[config.mk]
export PLATFORM = sky130hd
export DESIGN_NAME = i2c_cfg_ctrl
export DESIGN_NICKNAME = d
export VERILOG_FILES = /design/src/rtl/fir_cfg_pkg.sv /design/src/rtl/i2c_line_sync.sv /design/src/rtl/i2c_cfg_ctrl.sv
export SDC_FILE = /design/constraint.sdc
export NUM_CORES = 1
export LEC_CHECK = 0
export CAP_MARGIN = 20
export CORE_MARGIN = 10
export CORE_UTILIZATION = 55
export DETAILED_ROUTE_END_ITERATION = 10
export PLACE_DENSITY = 0.78
export REMOVE_ABC_BUFFERS = 1
export SYNTH_ARGS = -nofsm -noshare
export SYNTH_HDL_FRONTEND = slang
export SYNTH_SLANG_ARGS = --single-unit
[constraint.sdc]
create_clock -name clk -period 3.21 [get_ports clk]
set_input_delay 0.4815 -clock clk [delete_from_list [all_inputs] [get_ports clk]]
set_output_delay 0.4815 -clock clk [all_outputs]
set_load 0.02 [all_outputs]
[src/rtl/fir_cfg_pkg.sv]
// fir_cfg_pkg: shared types and constants for the FIR configuration I2C target
// and the register bank it writes.
package fir_cfg_pkg;
    typedef enum logic [2:0] {
        IDLE,
        ADDR,
        ACK_ADDR,
        REG,
        ACK_REG,
        DATA,
        ACK_DATA,
        IGNORE
    } i2c_cfg_state_t;

    localparam logic [6:0] I2C_ADDR_DEFAULT = 7'h42;
    localparam int         N_CFG_REGS       = 32;
    localparam int         CFG_COEF_BASE    = 0;
    localparam int         CFG_CTRL_REG     = N_CFG_REGS - 1;
endpackage

[src/rtl/i2c_line_sync.sv]
// i2c_line_sync: two-flop synchronizers on SCL/SDA plus a delayed copy of each,
// giving SCL edges and START/STOP conditions in the clk domain.
module i2c_line_sync (
    input  logic clk,
    input  logic rst_n,
    input  logic scl_in,
    input  logic sda_in,
    output logic scl_rise,
    output logic scl_fall,
    output logic start_det,
    output logic stop_det,
    output logic sda_s
);
    logic r_scl_s1, r_scl_s2, r_scl_d;
    logic r_sda_s1, r_sda_s2, r_sda_d;

    // idle bus level is high, so reset to 1 to avoid phantom edges
    always_ff @(posedge clk) begin
        if (!rst_n) begin
            {r_scl_s1, r_scl_s2, r_scl_d} <= 3'b111;
            {r_sda_s1, r_sda_s2, r_sda_d} <= 3'b111;
        end else begin
            {r_scl_s1, r_scl_s2, r_scl_d} <= {scl_in, r_scl_s1, r_scl_s2};
            {r_sda_s1, r_sda_s2, r_sda_d} <= {sda_in, r_sda_s1, r_sda_s2};
        end
    end

    assign scl_rise  = r_scl_s2 & ~r_scl_d;
    assign scl_fall  = ~r_scl_s2 & r_scl_d;
    assign start_det = r_scl_s2 & r_scl_d & r_sda_d & ~r_sda_s2;
    assign stop_det  = r_scl_s2 & r_scl_d & ~r_sda_d & r_sda_s2;
    assign sda_s     = r_sda_s2;
endmodule

[src/rtl/i2c_cfg_ctrl.sv]
// i2c_cfg_ctrl: write-only I2C target loading a register pointer and data bytes
// into the FIR config bank, with a commit pulse at STOP.
module i2c_cfg_ctrl
    import fir_cfg_pkg::*;
#(
    parameter logic [6:0] I2C_ADDR = I2C_ADDR_DEFAULT,
    parameter int         N_REGS   = N_CFG_REGS,
    localparam int        ADDR_W   = $clog2(N_REGS)
) (
    input  logic              clk,
    input  logic              rst_n,
    input  logic              scl_in,
    input  logic              sda_in,
    output logic              sda_oe,
    output logic              cfg_we,
    output logic [ADDR_W-1:0] cfg_addr,
    output logic [7:0]        cfg_data,
    output logic              cfg_commit,
    output logic              busy
);
    logic w_scl_rise, w_scl_fall, w_start, w_stop, w_sda;
    logic w_addr_ok, w_reg_ok;

    i2c_cfg_state_t    r_state;
    logic [7:0]        r_shift;
    logic [2:0]        r_bit_cnt;
    logic              r_byte_done;
    logic [ADDR_W-1:0] r_ptr;
    logic              r_written;
    logic              r_sda_oe, r_we, r_commit, r_busy;
    logic [ADDR_W-1:0] r_addr;
    logic [7:0]        r_data;

    i2c_line_sync u_sync (
        .clk       (clk),
        .rst_n     (rst_n),
        .scl_in    (scl_in),
        .sda_in    (sda_in),
        .scl_rise  (w_scl_rise),
        .scl_fall  (w_scl_fall),
        .start_det (w_start),
        .stop_det  (w_stop),
        .sda_s     (w_sda)
    );

    assign w_addr_ok = (r_shift[7:1] == I2C_ADDR) && !r_shift[0];
    assign w_reg_ok  = {1'b0, r_shift} < 9'(N_REGS);

    // bytes are judged on the SCL fall after bit 8 so SDA only moves while SCL is low
    always_ff @(posedge clk) begin
        if (!rst_n) begin
            r_state     <= IDLE;
            r_shift     <= '0;
            r_bit_cnt   <= '0;
            r_byte_done <= 1'b0;
            r_ptr       <= '0;
            r_written   <= 1'b0;
            r_sda_oe    <= 1'b0;
            r_we        <= 1'b0;
            r_commit    <= 1'b0;
            r_busy      <= 1'b0;
            r_addr      <= '0;
            r_data      <= '0;
        end else begin
            r_we     <= 1'b0;
            r_commit <= 1'b0;
            if (w_start) begin
                r_state     <= ADDR;
                r_busy      <= 1'b1;
                r_sda_oe    <= 1'b0;
                r_bit_cnt   <= '0;
                r_byte_done <= 1'b0;
            end else if (w_stop && r_state != IDLE) begin
                r_state     <= IDLE;
                r_busy      <= 1'b0;
                r_sda_oe    <= 1'b0;
                r_commit    <= r_written;
                r_written   <= 1'b0;
                r_bit_cnt   <= '0;
                r_byte_done <= 1'b0;
            end else begin
                case (r_state)
                    ADDR, REG, DATA: begin
                        if (w_scl_rise && !r_byte_done) begin
                            r_shift     <= {r_shift[6:0], w_sda};
                            r_bit_cnt   <= r_bit_cnt + 3'd1;
                            r_byte_done <= (r_bit_cnt == 3'd7);
                        end else if (w_scl_fall && r_byte_done) begin
                            r_byte_done <= 1'b0;
                            if (r_state == ADDR) begin
                                r_state  <= w_addr_ok ? ACK_ADDR : IGNORE;
                                r_sda_oe <= w_addr_ok;
                            end else if (r_state == REG) begin
                                r_state  <= w_reg_ok ? ACK_REG : IGNORE;
                                r_sda_oe <= w_reg_ok;
                                if (w_reg_ok) r_ptr <= r_shift[ADDR_W-1:0];
                            end else begin
                                r_state   <= ACK_DATA;
                                r_sda_oe  <= 1'b1;
                                r_we      <= 1'b1;
                                r_addr    <= r_ptr;
                                r_data    <= r_shift;
                                r_ptr     <= r_ptr + ADDR_W'(1);
                                r_written <= 1'b1;
                            end
                        end
                    end
                    ACK_ADDR, ACK_REG, ACK_DATA: begin
                        if (w_scl_fall) begin
                            r_sda_oe <= 1'b0;
                            r_state  <= (r_state == ACK_ADDR) ? REG : DATA;
                        end
                    end
                    default: ;
                endcase
            end
        end
    end

    assign sda_oe     = r_sda_oe;
    assign cfg_we     = r_we;
    assign cfg_addr   = r_addr;
    assign cfg_data   = r_data;
    assign cfg_commit = r_commit;
    assign busy       = r_busy;
endmodule

==> impl_metrics.ini <==
[routing]
wl_um = 4030
viasPerCell = 5.63
vias = 1452
drcViolationCount = 0
final_antenna_net_count = 0
wl_per_cell_um = 15.6
drtPass1Iterations = 5
drt_iter0_drc = 113

[die]
ioPinCount = 21
die_w_um = 79.7
placementRows = 21
die_h_um = 79.7
core_region_area_mm2 = 0.00339
initial_core_util_pct = 57.7
die-area_mm2 = 0.00634

[worst_setup_path]
slowest_delay_ns = 0.76
cp_slowest_cell = nor4b_4
cp_cell_sequence = a21bo_2 > nor4b_4 > mux2i_1 > nor2_1
required_ns = 3.47
crit_fanout = 13
cp_num_cells = 4
crit_type = register to register
cp-start-kind = register
crit_arrival_ns = 2.47
crit_family = simple AND/OR/NAND/NOR gates
ff2ff_path_depth = 4
path_buf_inv = 0
r2r_slack_ns = 1.0
worstSetupEndpointType = register

[power]
power_uw = 972
p_leak_uw = 0.000787
ir_worst_vdd_mv = 0.304
p_per_area_mw_per_mm2 = 432

[layout]
stdcell_count = 258
n_fill_cell = 281
diodes = 0
fin_nets = 218
area_delta_synth_final_pct = 14.9
ff_latch_area_um2 = 881
drive_above_1_share_pct = 12.3
multiInputGateArea_um2 = 986

[yosys]
synth_most_common_cell = dfxtp_1
yosysUniqueCellTypes = 51
mappedNetlistArea_mm2 = 0.00196
synth.ff_latch_count = 44
netlist.area_leader.share_pct = 45.0
synth.avg_cell_area_um2 = 10.2
synth_edf_count = 0
synth_common_cells = dfxtp_1 (44), nor2_1 (30), mux2i_1 (24), nand2b_1 (12), a21oi_1 (8)
synth.largest_area_cell = dfxtp_1
syn_inst = 191
synth_area_leaders = dfxtp_1 (45%), mux2i_1 (12%), nor2_1 (5.8%)
synthArstFlopShare_pct = 0
yosys_most_used_dff = dfxtp_1
yosysSeqAreaShare_pct = 45.0
yosysWarnings = 0

[placement]
dp_cells = 250
hpwl_um = 2830
gp_congestion = 0.807
io_buffer_count = 20

[clocking]
clkTransAtPathRegs_ns = 0.13
cts-resized-gates = 0
htree_levels = 2
cts_buffers = 5
cts_hold_buffers = 0
root_buffer = clkbuf_4
cts_buffer_depth = 2
clock_latency_ns = 0.36
cts_tree = done
post_cts_buffers = 0
cts_sinks = 44

[worst_hold_path]
min_path_cells = 1
hold_path_class = register to register

[timing]
tns_ns = 0
relSlewSlack_pct = 39.3
fmax_mhz = 452
finalCritPeriodShare_pct = 68.9
hold_violations = 0
fin_crit_ns = 2.21
worst_pin_slew_ns = 0.907
fin_skew_ns = 0.00753
grt_setup_unrepaired = false
slew_viol_final = 0
finalSetupViolations = 0

[global_route]
grt_overflow = 0
grt_max_degree = 28
grtUsageTotal_pct = 13.3
grt_pass1_wl_um = 6840
first_global_vias = 1457
antenna_found_initial = 0

[status]
outcome = completed

[run]
cap_violations = 0
[worst paths after layout]
check / end / startpoint
worst min-delay path: u_sync.sda_s / u_sync.r_sda_s1
worst max register to register: r_shift[2] / r_state[0]
worst min register to register: u_sync.sda_s / u_sync.r_sda_s1
worst max-delay path: r_shift[2] / r_state[0]
[metrics by stage]
step / setup WS [ns] / cell area [um2] / hold WS [ns] / utilization [%]
floorplan: 1.26 / 1890 / 0.386 / -
global placement: 1.13 / 2160 / 0.390 / 63.7
detailed placement: 0.998 / 2160 / 0.394 / 63.7
CTS: 0.986 / 2250 / 0.424 / 66.3
global route: 0.868 / 2250 / 0.450 / 66.3
finish: 0.997 / 2250 / 0.424 / 66.3
[worst register-to-register path: cells and delay by family, from the launching register on]
| kind | cells | cell delay (ns) |
|---|---|---|
| AND/OR/NAND/NOR | 2 | 0.82 |
| flip-flops | 1 | 0.69 |
| AO/OA/AOI/OAI | 1 | 0.32 |
| multiplexers | 1 | 0.28 |
[sequential cells by signal, summed over array words and instances (netlist names), 3 cells and up]
signal     flops
cfg_data       8
r_bit_cnt      3
r_shift        8
cfg_addr       5
r_ptr          5
r_state        3
[cells in the final DEF (no fill, tap or decap), drive strengths merged, types with 4 or more instances in the layout]
cell type	n
a21oi	8
clkbuf	6
clkdlybuf4s50	20
dfxtp	44
inv	4
mux2i	24
nand2	6
nand2b	12
nor2	31
nor3	6
[layer usage]
| metal | share of wire (%) | routed length [um] | track usage (%) |
|---|---|---|---|
| met2 | 49 | 1980 | 21.6 |
| met5 | 0 | 0 | 0 |
| met3 | 7.2 | 288 | 5.07 |
| met1 | 43 | 1730 | 15.3 |
| met4 | 0.67 | 27 | 5.20 |
[kinds of logic (layout without fill, tap and decap cells)]
group                    count (synthesis)  after routing  synth area share (%)
AO/OA/AOI/OAI                           32             32                  13.0
multiplexers                            24             24                  12.3
XOR/XNOR                                 1              1                 0.448
flip-flops                              44             44                  45.0
AND/OR/NAND/NOR                         73             73                  22.7
adder cells (fa/ha/maj)                  3              3                  1.92
buffers and inverters                   14             35                  4.60
[cell type report]
| type | instances | area share [%] |
|---|---|---|
| clock buffers | 6 | 2.28 |
| clock inverters | 2 | 1.73 |
| inverters | 5 | 0.835 |
| multi-input cells | 133 | 43.9 |
| flip-flops and latches | 44 | 39.2 |
| well taps | 46 | 2.56 |
| repair buffers | 22 | 9.57 |
[report_power, final]
part / switching (uW) / leakage, uW / total, uW / internal [uW]
sequential: 8.44 / 0.000356 / 560 / 551
clock: 183 / 0.0000484 / 369 / 187
combinational: 24.2 / 0.000383 / 43.7 / 19.5
total: 215 / 0.000787 / 972 / 757
No activity file was read; power rests on OpenSTA's default activity.
